==> config.mk <==
export PLATFORM = sky130hd
export DESIGN_NAME = muldiv_ctrl
export DESIGN_NICKNAME = d
export VERILOG_FILES = /design/src/rtl/muldiv_ctrl_pkg.sv /design/src/rtl/muldiv_ctrl.sv
export SDC_FILE = /design/constraint.sdc
export NUM_CORES = 1
export LEC_CHECK = 0
export ABC_CLOCK_PERIOD_IN_PS = 7780
export CAP_MARGIN = 20
export CORE_ASPECT_RATIO = 2
export CORE_MARGIN = 3
export CORE_UTILIZATION = 24
export CTS_CLUSTER_DIAMETER = 80
export DETAILED_ROUTE_END_ITERATION = 10
export PLACE_DENSITY = 0.53
export SLEW_MARGIN = 30
export SYNTH_ARGS = -nofsm -noshare
export SYNTH_HDL_FRONTEND = slang
export SYNTH_SLANG_ARGS = --single-unit
==> constraint.sdc <==
create_clock -name clk -period 7.78 [get_ports clk]
set_clock_uncertainty 0.15 [all_clocks]
set_input_delay 1.167 -clock clk [delete_from_list [all_inputs] [get_ports clk]]
set_output_delay 1.167 -clock clk [all_outputs]
set_load 0.05 [all_outputs]
==> src/rtl/muldiv_ctrl_pkg.sv <==
// Shared types and op-field helpers for the EX-stage multiply/divide sequencer.
package muldiv_ctrl_pkg;

    typedef enum logic [1:0] {
        ST_IDLE     = 2'd0,
        ST_MUL_WAIT = 2'd1,
        ST_DIV_WAIT = 2'd2,
        ST_DONE     = 2'd3
    } md_state_e;

    // Bit positions inside req_op = {mul, mult, multu, div, divu}
    localparam int MD_OP_MUL   = 4;
    localparam int MD_OP_MULT  = 3;
    localparam int MD_OP_MULTU = 2;
    localparam int MD_OP_DIV   = 1;

    localparam logic [31:0] DIV_ZERO_QUOT = 32'hFFFF_FFFF;

    function automatic logic op_is_mul_class(input logic [4:0] op);
        return op[MD_OP_MUL] | op[MD_OP_MULT] | op[MD_OP_MULTU];
    endfunction

    function automatic logic op_is_signed(input logic [4:0] op);
        return op[MD_OP_MUL] | op[MD_OP_MULT] | op[MD_OP_DIV];
    endfunction

endpackage

==> src/rtl/muldiv_ctrl.sv <==
// Sequencer for the shared multiplier and iterative divider behind EX: latches
// operands, drives the units, stalls EX until the result is ready, holds it until EX advances.
//
// state     | meaning
// ----------+---------------------------------------------------------------
// IDLE      | no operation in flight; issues on req_valid & ~flush
// MUL_WAIT  | waiting MUL_LAT cycles for mul_result to settle
// DIV_WAIT  | div_start held high until the divider pulses div_ready
// DONE      | result held on res_hi/res_lo until ex_allowout
module muldiv_ctrl
    import muldiv_ctrl_pkg::*;
#(
    parameter int MUL_LAT = 2,
    parameter int CNT_W   = 2
) (
    input  logic        clk,
    input  logic        resetn,
    input  logic        req_valid,
    input  logic [4:0]  req_op,
    input  logic [31:0] src_a,
    input  logic [31:0] src_b,
    input  logic        ex_allowout,
    input  logic        flush,
    output logic        stall_req,
    output logic        res_valid,
    output logic [31:0] res_hi,
    output logic [31:0] res_lo,
    output logic        hilo_we,
    output logic        res_to_gpr,
    output logic        mul_signed,
    output logic [31:0] mul_a,
    output logic [31:0] mul_b,
    input  logic [63:0] mul_result,
    output logic        div_start,
    output logic        div_signed,
    output logic [31:0] div_a,
    output logic [31:0] div_b,
    output logic        div_annul,
    input  logic [63:0] div_result,
    input  logic        div_ready
);

    localparam logic [CNT_W-1:0] MUL_LAST = CNT_W'(MUL_LAT - 1);

    md_state_e        state_q, state_d;
    logic [CNT_W-1:0] cnt_q, cnt_d;
    logic [31:0]      a_q, a_d, b_q, b_d;
    logic [31:0]      hi_q, hi_d, lo_q, lo_d;
    logic             gpr_q, gpr_d;
    logic             mul_sgn_q, mul_sgn_d;
    logic             div_sgn_q, div_sgn_d;
    logic             abort;

    // A dropped req_valid while waiting means EX lost the instruction: same as flush.
    assign abort = flush | ~req_valid;

    always_comb begin
        state_d   = state_q;
        cnt_d     = cnt_q;
        a_d       = a_q;
        b_d       = b_q;
        hi_d      = hi_q;
        lo_d      = lo_q;
        gpr_d     = gpr_q;
        mul_sgn_d = mul_sgn_q;
        div_sgn_d = div_sgn_q;
        unique case (state_q)
            ST_IDLE: begin
                if (req_valid && !flush) begin
                    a_d       = src_a;
                    b_d       = src_b;
                    cnt_d     = '0;
                    gpr_d     = req_op[MD_OP_MUL];
                    mul_sgn_d = op_is_mul_class(req_op) & op_is_signed(req_op);
                    div_sgn_d = req_op[MD_OP_DIV];
                    if (op_is_mul_class(req_op)) begin
                        state_d = ST_MUL_WAIT;
                    end else if (src_b == '0) begin
                        hi_d    = src_a;
                        lo_d    = DIV_ZERO_QUOT;
                        state_d = ST_DONE;
                    end else begin
                        state_d = ST_DIV_WAIT;
                    end
                end
            end
            ST_MUL_WAIT: begin
                if (abort) begin
                    hi_d    = '0;
                    lo_d    = '0;
                    state_d = ST_IDLE;
                end else if (cnt_q == MUL_LAST) begin
                    hi_d    = mul_result[63:32];
                    lo_d    = mul_result[31:0];
                    state_d = ST_DONE;
                end else begin
                    cnt_d = cnt_q + CNT_W'(1);
                end
            end
            ST_DIV_WAIT: begin
                if (abort) begin
                    hi_d    = '0;
                    lo_d    = '0;
                    state_d = ST_IDLE;
                end else if (div_ready) begin
                    hi_d    = div_result[63:32];
                    lo_d    = div_result[31:0];
                    state_d = ST_DONE;
                end
            end
            ST_DONE: begin
                if (flush) begin
                    hi_d    = '0;
                    lo_d    = '0;
                    state_d = ST_IDLE;
                end else if (ex_allowout) begin
                    state_d = ST_IDLE;
                end
            end
            default: state_d = ST_IDLE;
        endcase
    end

    always_ff @(posedge clk or negedge resetn) begin
        if (!resetn) begin
            state_q   <= ST_IDLE;
            cnt_q     <= '0;
            a_q       <= '0;
            b_q       <= '0;
            hi_q      <= '0;
            lo_q      <= '0;
            gpr_q     <= 1'b0;
            mul_sgn_q <= 1'b0;
            div_sgn_q <= 1'b0;
        end else begin
            state_q   <= state_d;
            cnt_q     <= cnt_d;
            a_q       <= a_d;
            b_q       <= b_d;
            hi_q      <= hi_d;
            lo_q      <= lo_d;
            gpr_q     <= gpr_d;
            mul_sgn_q <= mul_sgn_d;
            div_sgn_q <= div_sgn_d;
        end
    end

    // Gated by resetn so the stall also drops while reset is held with req_valid high.
    assign stall_req  = resetn & req_valid & ~flush & (state_q != ST_DONE);
    assign res_valid  = (state_q == ST_DONE);
    assign res_hi     = hi_q;
    assign res_lo     = lo_q;
    assign hilo_we    = res_valid & ~gpr_q;
    assign res_to_gpr = res_valid & gpr_q;
    assign mul_signed = mul_sgn_q;
    assign mul_a      = a_q;
    assign mul_b      = b_q;
    assign div_start  = (state_q == ST_DIV_WAIT);
    assign div_signed = div_sgn_q;
    assign div_a      = a_q;
    assign div_b      = b_q;
    assign div_annul  = (state_q == ST_DIV_WAIT) & abort;

    a_op_onehot: assert property (@(posedge clk) disable iff (!resetn)
        req_valid |-> $onehot(req_op));

endmodule
Word level (Yosys, flattened, before mapping)
Index checks and enable logic that the tools add are counted.
{ "op_classes": {"addsub": 1, "mul": 0, "n_div": 0, "order_cmp": 0, "eq_ne": 14, "shifts": 0, "mux": 31, "bitwise_logic": 14, "reduce_logical": 9} }
{ "op_table": {"columns": ["operator", "count"], "rows": [
  ["$mux 32", 15],
  ["$pmux 32 s4", 2],
  ["$logic_not 32->1", 1],
  ["$mux 2", 11],
  ["$ne 2x2->1 const B", 7],
  ["$pmux 2 s4", 1],
  ["$reduce_and 4->1", 2],
  ["$and 1x1->1", 7],
  ["$ne 3x3->1 const B", 2],
  ["$reduce_and 6->1", 1],
  ["$eq 2x1->1 const B", 2],
  ["$eq 2x2->1 const B", 2],
  ["$or 1x1->1", 4],
  ["$pmux 2 s2", 1],
  ["$ne 3x1->1 const B", 1],
  ["$not 1->1", 3],
  ["$add 2x1->2 const B", 1],
  ["$logic_not 2->1", 1],
  ["$reduce_and 2->1", 1],
  ["$reduce_bool 2->1", 1],
  ["$logic_and 1x1->1", 1],
  ["$logic_not 1->1", 1],
  ["$mux 1", 1]
]} }
{ "totals": {"regBits": 135, "latchBits": 0, "mem_bits_rw": 0, "rom_bits": 0, "inputBits": 203, "elab_cells": 78, "mem_count": 0} }

Logic depth before layout (Yosys ltp)
{ "logic_depth": {"ltp_word": 5, "mapped_depth": 11, "mapped_depth_nobuf": 7} }

Worst setup path after synthesis
Ideal clock, no wire load.
{ "synth_path": {"path_type": "reg2out", "start": "reg state_q[0]", "end": "out div_annul", "t_arrival_ps": 2277, "t_required_ps": 6463, "slack_ps": 4186, "path_stages_with_launch": 6, "path_buffers": 2, "cell_sequence": "dfrtp_1 > inv_1 > ha_1 > clkbuf_1 > clkbuf_1 > nor2b_1"} }
{ "synth_via": {"elab_chain_cells": 2} }
{ "synth_rtl": {"columns": ["item", "line", "text"], "rows": [
  ["from (decl)", "muldiv_ctrl.sv:45", "md_state_e state_q, state_d;"],
  ["from (signal assigned)", "muldiv_ctrl.sv:136", "state_q <= state_d;"],
  ["$eq 2x2->1", null, null],
  ["via div_start", "muldiv_ctrl.sv:34", "output logic div_start,"],
  ["$and 1x1->1", "muldiv_ctrl.sv:162", "assign div_annul = (state_q == ST_DIV_WAIT) & abort;"],
  ["to (decl)", "muldiv_ctrl.sv:38", "output logic div_annul,"]
]} }
The timed path passes the listed nets, and every way through them passes these cells.

Worst setup path after layout
{ "layout_path": {"start": "in req_valid", "end": "out stall_req"} }
{ "layout_via": {"elab_chain_cells": 3} }
{ "layout_rtl": {"columns": ["item", "line", "text"], "rows": [
  ["from (decl)", "muldiv_ctrl.sv:18", "input logic req_valid,"],
  ["$and 1x1->1 (3 in a row)", "muldiv_ctrl.sv:149", "assign stall_req = resetn & req_valid & ~flush & (state_q != ST_DONE);"],
  ["to (decl)", "muldiv_ctrl.sv:24", "output logic stall_req,"]
]} }
No other way between the ends.

==> impl_metrics.py <==
metrics = {
    "placement": {
        "gp_congestion": 0.795,
        "io_buffers": 401,
        "pre_cts_ws_ns": 2.91,
        "hpwl_um": 20100,
    },
    "worst_setup_path": {
        "path_cells": "clkdlybuf4s50_1 > nor2b_1 > and3b_1 > clkdlybuf4s50_1",
        "slowest_delay_ns": 0.82,
        "crit_path_top_delay_cell": "clkdlybuf4s50_1",
        "cp-end-kind": "primary output",
        "worst_path_most_repeated_cell": "clkdlybuf4s50_1",
        "path_class": "in -> out",
        "arrival_ns": 3.43,
        "cp_max_fo": 8,
        "crit_required_ns": 6.46,
        "start_kind": "input port",
    },
    "synthesis": {
        "synth_seq_cells": 135,
        "yosysTopAreaCellShare_pct": 50.1,
        "syn-num-nets": 803,
        "synth-edff-count": 0,
        "synth_area_leader_cell": "dfrtp_1",
        "synth_cells": 594,
        "ys_top_cells_by_area": "dfrtp_1, mux2_2, a22oi_1, buf_4, mux2_1",
        "syn_area_per_cell_um2": 11.4,
        "synth_warnings": 0,
        "async_flop_share_pct": 100,
        "ys.flop_type": "dfrtp_1",
        "synth.cell_area_um2": 6750,
        "ys_seq_area_share_pct": 50.1,
        "ys_types": 32,
    },
    "timing": {
        "tns_ns": 0,
        "layout_setup_ws_ns": 3.04,
        "layout_worst_path_cycle_share_pct": 61.0,
        "hold_ws_ns": 0.334,
        "fin_crit_ns": 4.74,
        "tightestPinTransition_ns": 0.940,
        "finalSetupViolations": 0,
        "relSlewSlack_pct": 37.4,
        "slew_viol_final": 0,
        "rsz0062_at_grt": "no",
        "max_freq_ghz": 0.211,
        "hold_viol_final": 0,
    },
    "global_routing": {
        "grt_pass1_wl_um": 39800,
        "use_met3_pct": 4.16,
        "met2_usage_pct": 32.3,
        "grt_pass1_vias": 6263,
        "overflow": 0,
        "grt_usage_pct": 17.4,
        "grt_max_degree": 71,
        "grt_busiest_layer": "met2",
        "met1_usage_pct": 18.4,
        "grt_antenna_before_repair": 0,
    },
    "cts": {
        "cts.sinks": 135,
        "cts_buffers": 17,
        "postCtsSetupRepairBufs": 0,
        "cts.clk_slew.worst_paths_ns": 0.06,
        "cts_resized": 0,
        "cts_root_buf": "clkbuf_16",
        "ctsHoldBuffers": 0,
        "cts_tree": "done",
        "htree_num_levels": 4,
        "clockBufferDepth": 2,
        "clk_latency_ns": 0.43,
    },
    "floorplanning": {
        "core-area_um2": 27700,
        "start_util_pct": 24.4,
        "rows": 86,
        "die_width_um": 125,
        "boundaryPins": 403,
        "die_area_um2": 30300,
        "die_h_um": 243,
    },
    "pwr": {
        "p_int_mw": 3.01,
        "pwr-share-clk_pct": 13.8,
        "power_mw": 6.26,
        "netSwitchingFraction_pct": 51.9,
        "power_leakage_nw": 4.48,
        "seq_power_share_pct": 20.8,
        "vdd_drop_max_mv": 0.457,
        "cellPowerDensity_nw_per_um2": 557,
        "switching_power_mw": 3.25,
        "combPwrFrac_pct": 65.4,
    },
    "route": {
        "postRouteAntennaNets": 0,
        "avgRoutedWirePerCell_um": 21.0,
        "wirelength_um": 26800,
        "route.detailed.drc": 0,
        "drt_iter0_drc": 277,
        "first_pass_iters": 4,
        "vias": 5898,
        "vias_per_cell": 4.62,
    },
    "run_status": {
        "status": "complete, no violations",
    },
    "layout": {
        "final_util_pct": 40.6,
        "seq_area_um2": 3380,
        "fillers": 2690,
        "area_growth_pct": 66.5,
        "multi_input_area_um2": 2680,
        "antenna_cells": 0,
        "fin_nets": 1120,
        "layout-drive-gt1-share_pct": 12.8,
    },
    "min_path": {
        "hp-class": "reg -> reg",
    },
    "run": {
        "cap_violations": 0,
    },
}
## critical path: cells and delay by family
family,cells,cell delay [ns]
buffers and inverters,2,1.34
and+or+nand+nor,2,0.92
## worst paths after layout
kind | slack, ns | depth (start not counted) | startpoint | end
max | 3.04 | 4 | req_valid | stall_req
min | 0.33 | 1 | res_hi[19] | res_hi[19]
max reg2reg | 4.07 | 9 | state_q[1] | res_hi[18]
min reg2reg | 0.33 | 1 | res_hi[19] | res_hi[19]
max in group asynchronous | 5.88 | 2 | resetn | div_b[29]
min in group asynchronous | 0.45 | 1 | resetn | div_a[19]
## cells in the mapped netlist, types with 2 or more instances
cell type,count
nand3_1,2
ha_1,6
nor2_1,37
and2_1,3
buf_6,6
a22oi_1,64
buf_1,7
nand4_1,2
buf_2,2
nor2b_1,3
dfrtp_1,135
mux2_2,70
nand2_1,37
clkbuf_1,32
buf_4,64
o21ai_0,35
o211ai_1,3
nand2b_1,2
a221oi_1,32
mux2_1,28
nor4_1,8
a21oi_1,2
inv_1,5
## cells by family after synthesis
group / share of synthesized area [%]
XOR/XNOR: 0.130
AO/OA/AOI/OAI: 14.9
multiplexers: 16.4
flip-flops: 50.1
buffers and inverters: 10.7
adder cells (fa/ha/maj): 1.11
AND/OR/NAND/NOR: 6.69
## stage by stage
stage | cell area [µm²] | cells
3_3_place_gp | 10600 | 1243
3_5_place_dp | 10600 | 1244
4_1_cts | 11200 | 1276
5_1_grt | 11200 | 1276
6_report | 11200 | 1276
2_1_floorplan | 6750 | 594
## power by group through the flow
stage | registers (mW) | clock network [mW] | logic (mW)
final | 1.30 | 0.865 | 4.09
after global routing | 1.35 | 0.921 | 4.27
after CTS | 1.31 | 0.894 | 4.14
after detailed placement | 1.32 | 0 | 4.14
after global placement | 1.31 | 0 | 4.09
after floorplan | 2.38 | 0 | 1.81
## cell type report
type,count,area share [%]
Timing Repair Buffer,409,36.4
Sequential cell,135,30.1
Multi-Input combinational cell,343,23.8
Clock buffer,26,4.62
Tap cell,352,3.92
Clock inverter,6,0.991
Inverter,5,0.167
## metal layers
layer  wire (µm)  vias up  share of wire (%)
met2       14900      216                 55
li1            -     2747                  -
met1        9710     2899                 36
met5           0        -                  0
met4         870        0                3.2
met3        1380       36                5.1
## flip-flops by register name, indices dropped and copies added (netlist names)
signal / cells
div_b: 32
res_hi: 32
gpr_q: 1
cnt_q: 2
mul_signed: 1
res_lo: 32
state_q: 2
div_a: 32
div_signed: 1
## cells in the final DEF (no fill, tap or decap), drive strengths merged
cell / n
nand4bb: 2
inv: 5
a22oi: 64
mux2: 98
clkinvlp: 1
ha: 6
nor2: 37
o211ai: 3
nand2b: 2
or4b: 1
o2111ai: 1
a21oi: 2
and3b: 1
clkbuf: 26
o21ai: 36
xnor2: 1
buf: 9
dfrtp: 135
a211oi: 1
nor2b: 3
nor3: 1
and2: 3
bufinv: 3
nand3: 2
clkdlybuf4s50: 400
clkinv: 2
nor4: 8
nand4: 2
a221oi: 32
nand2: 37
(Power assumes the default switching activity.)
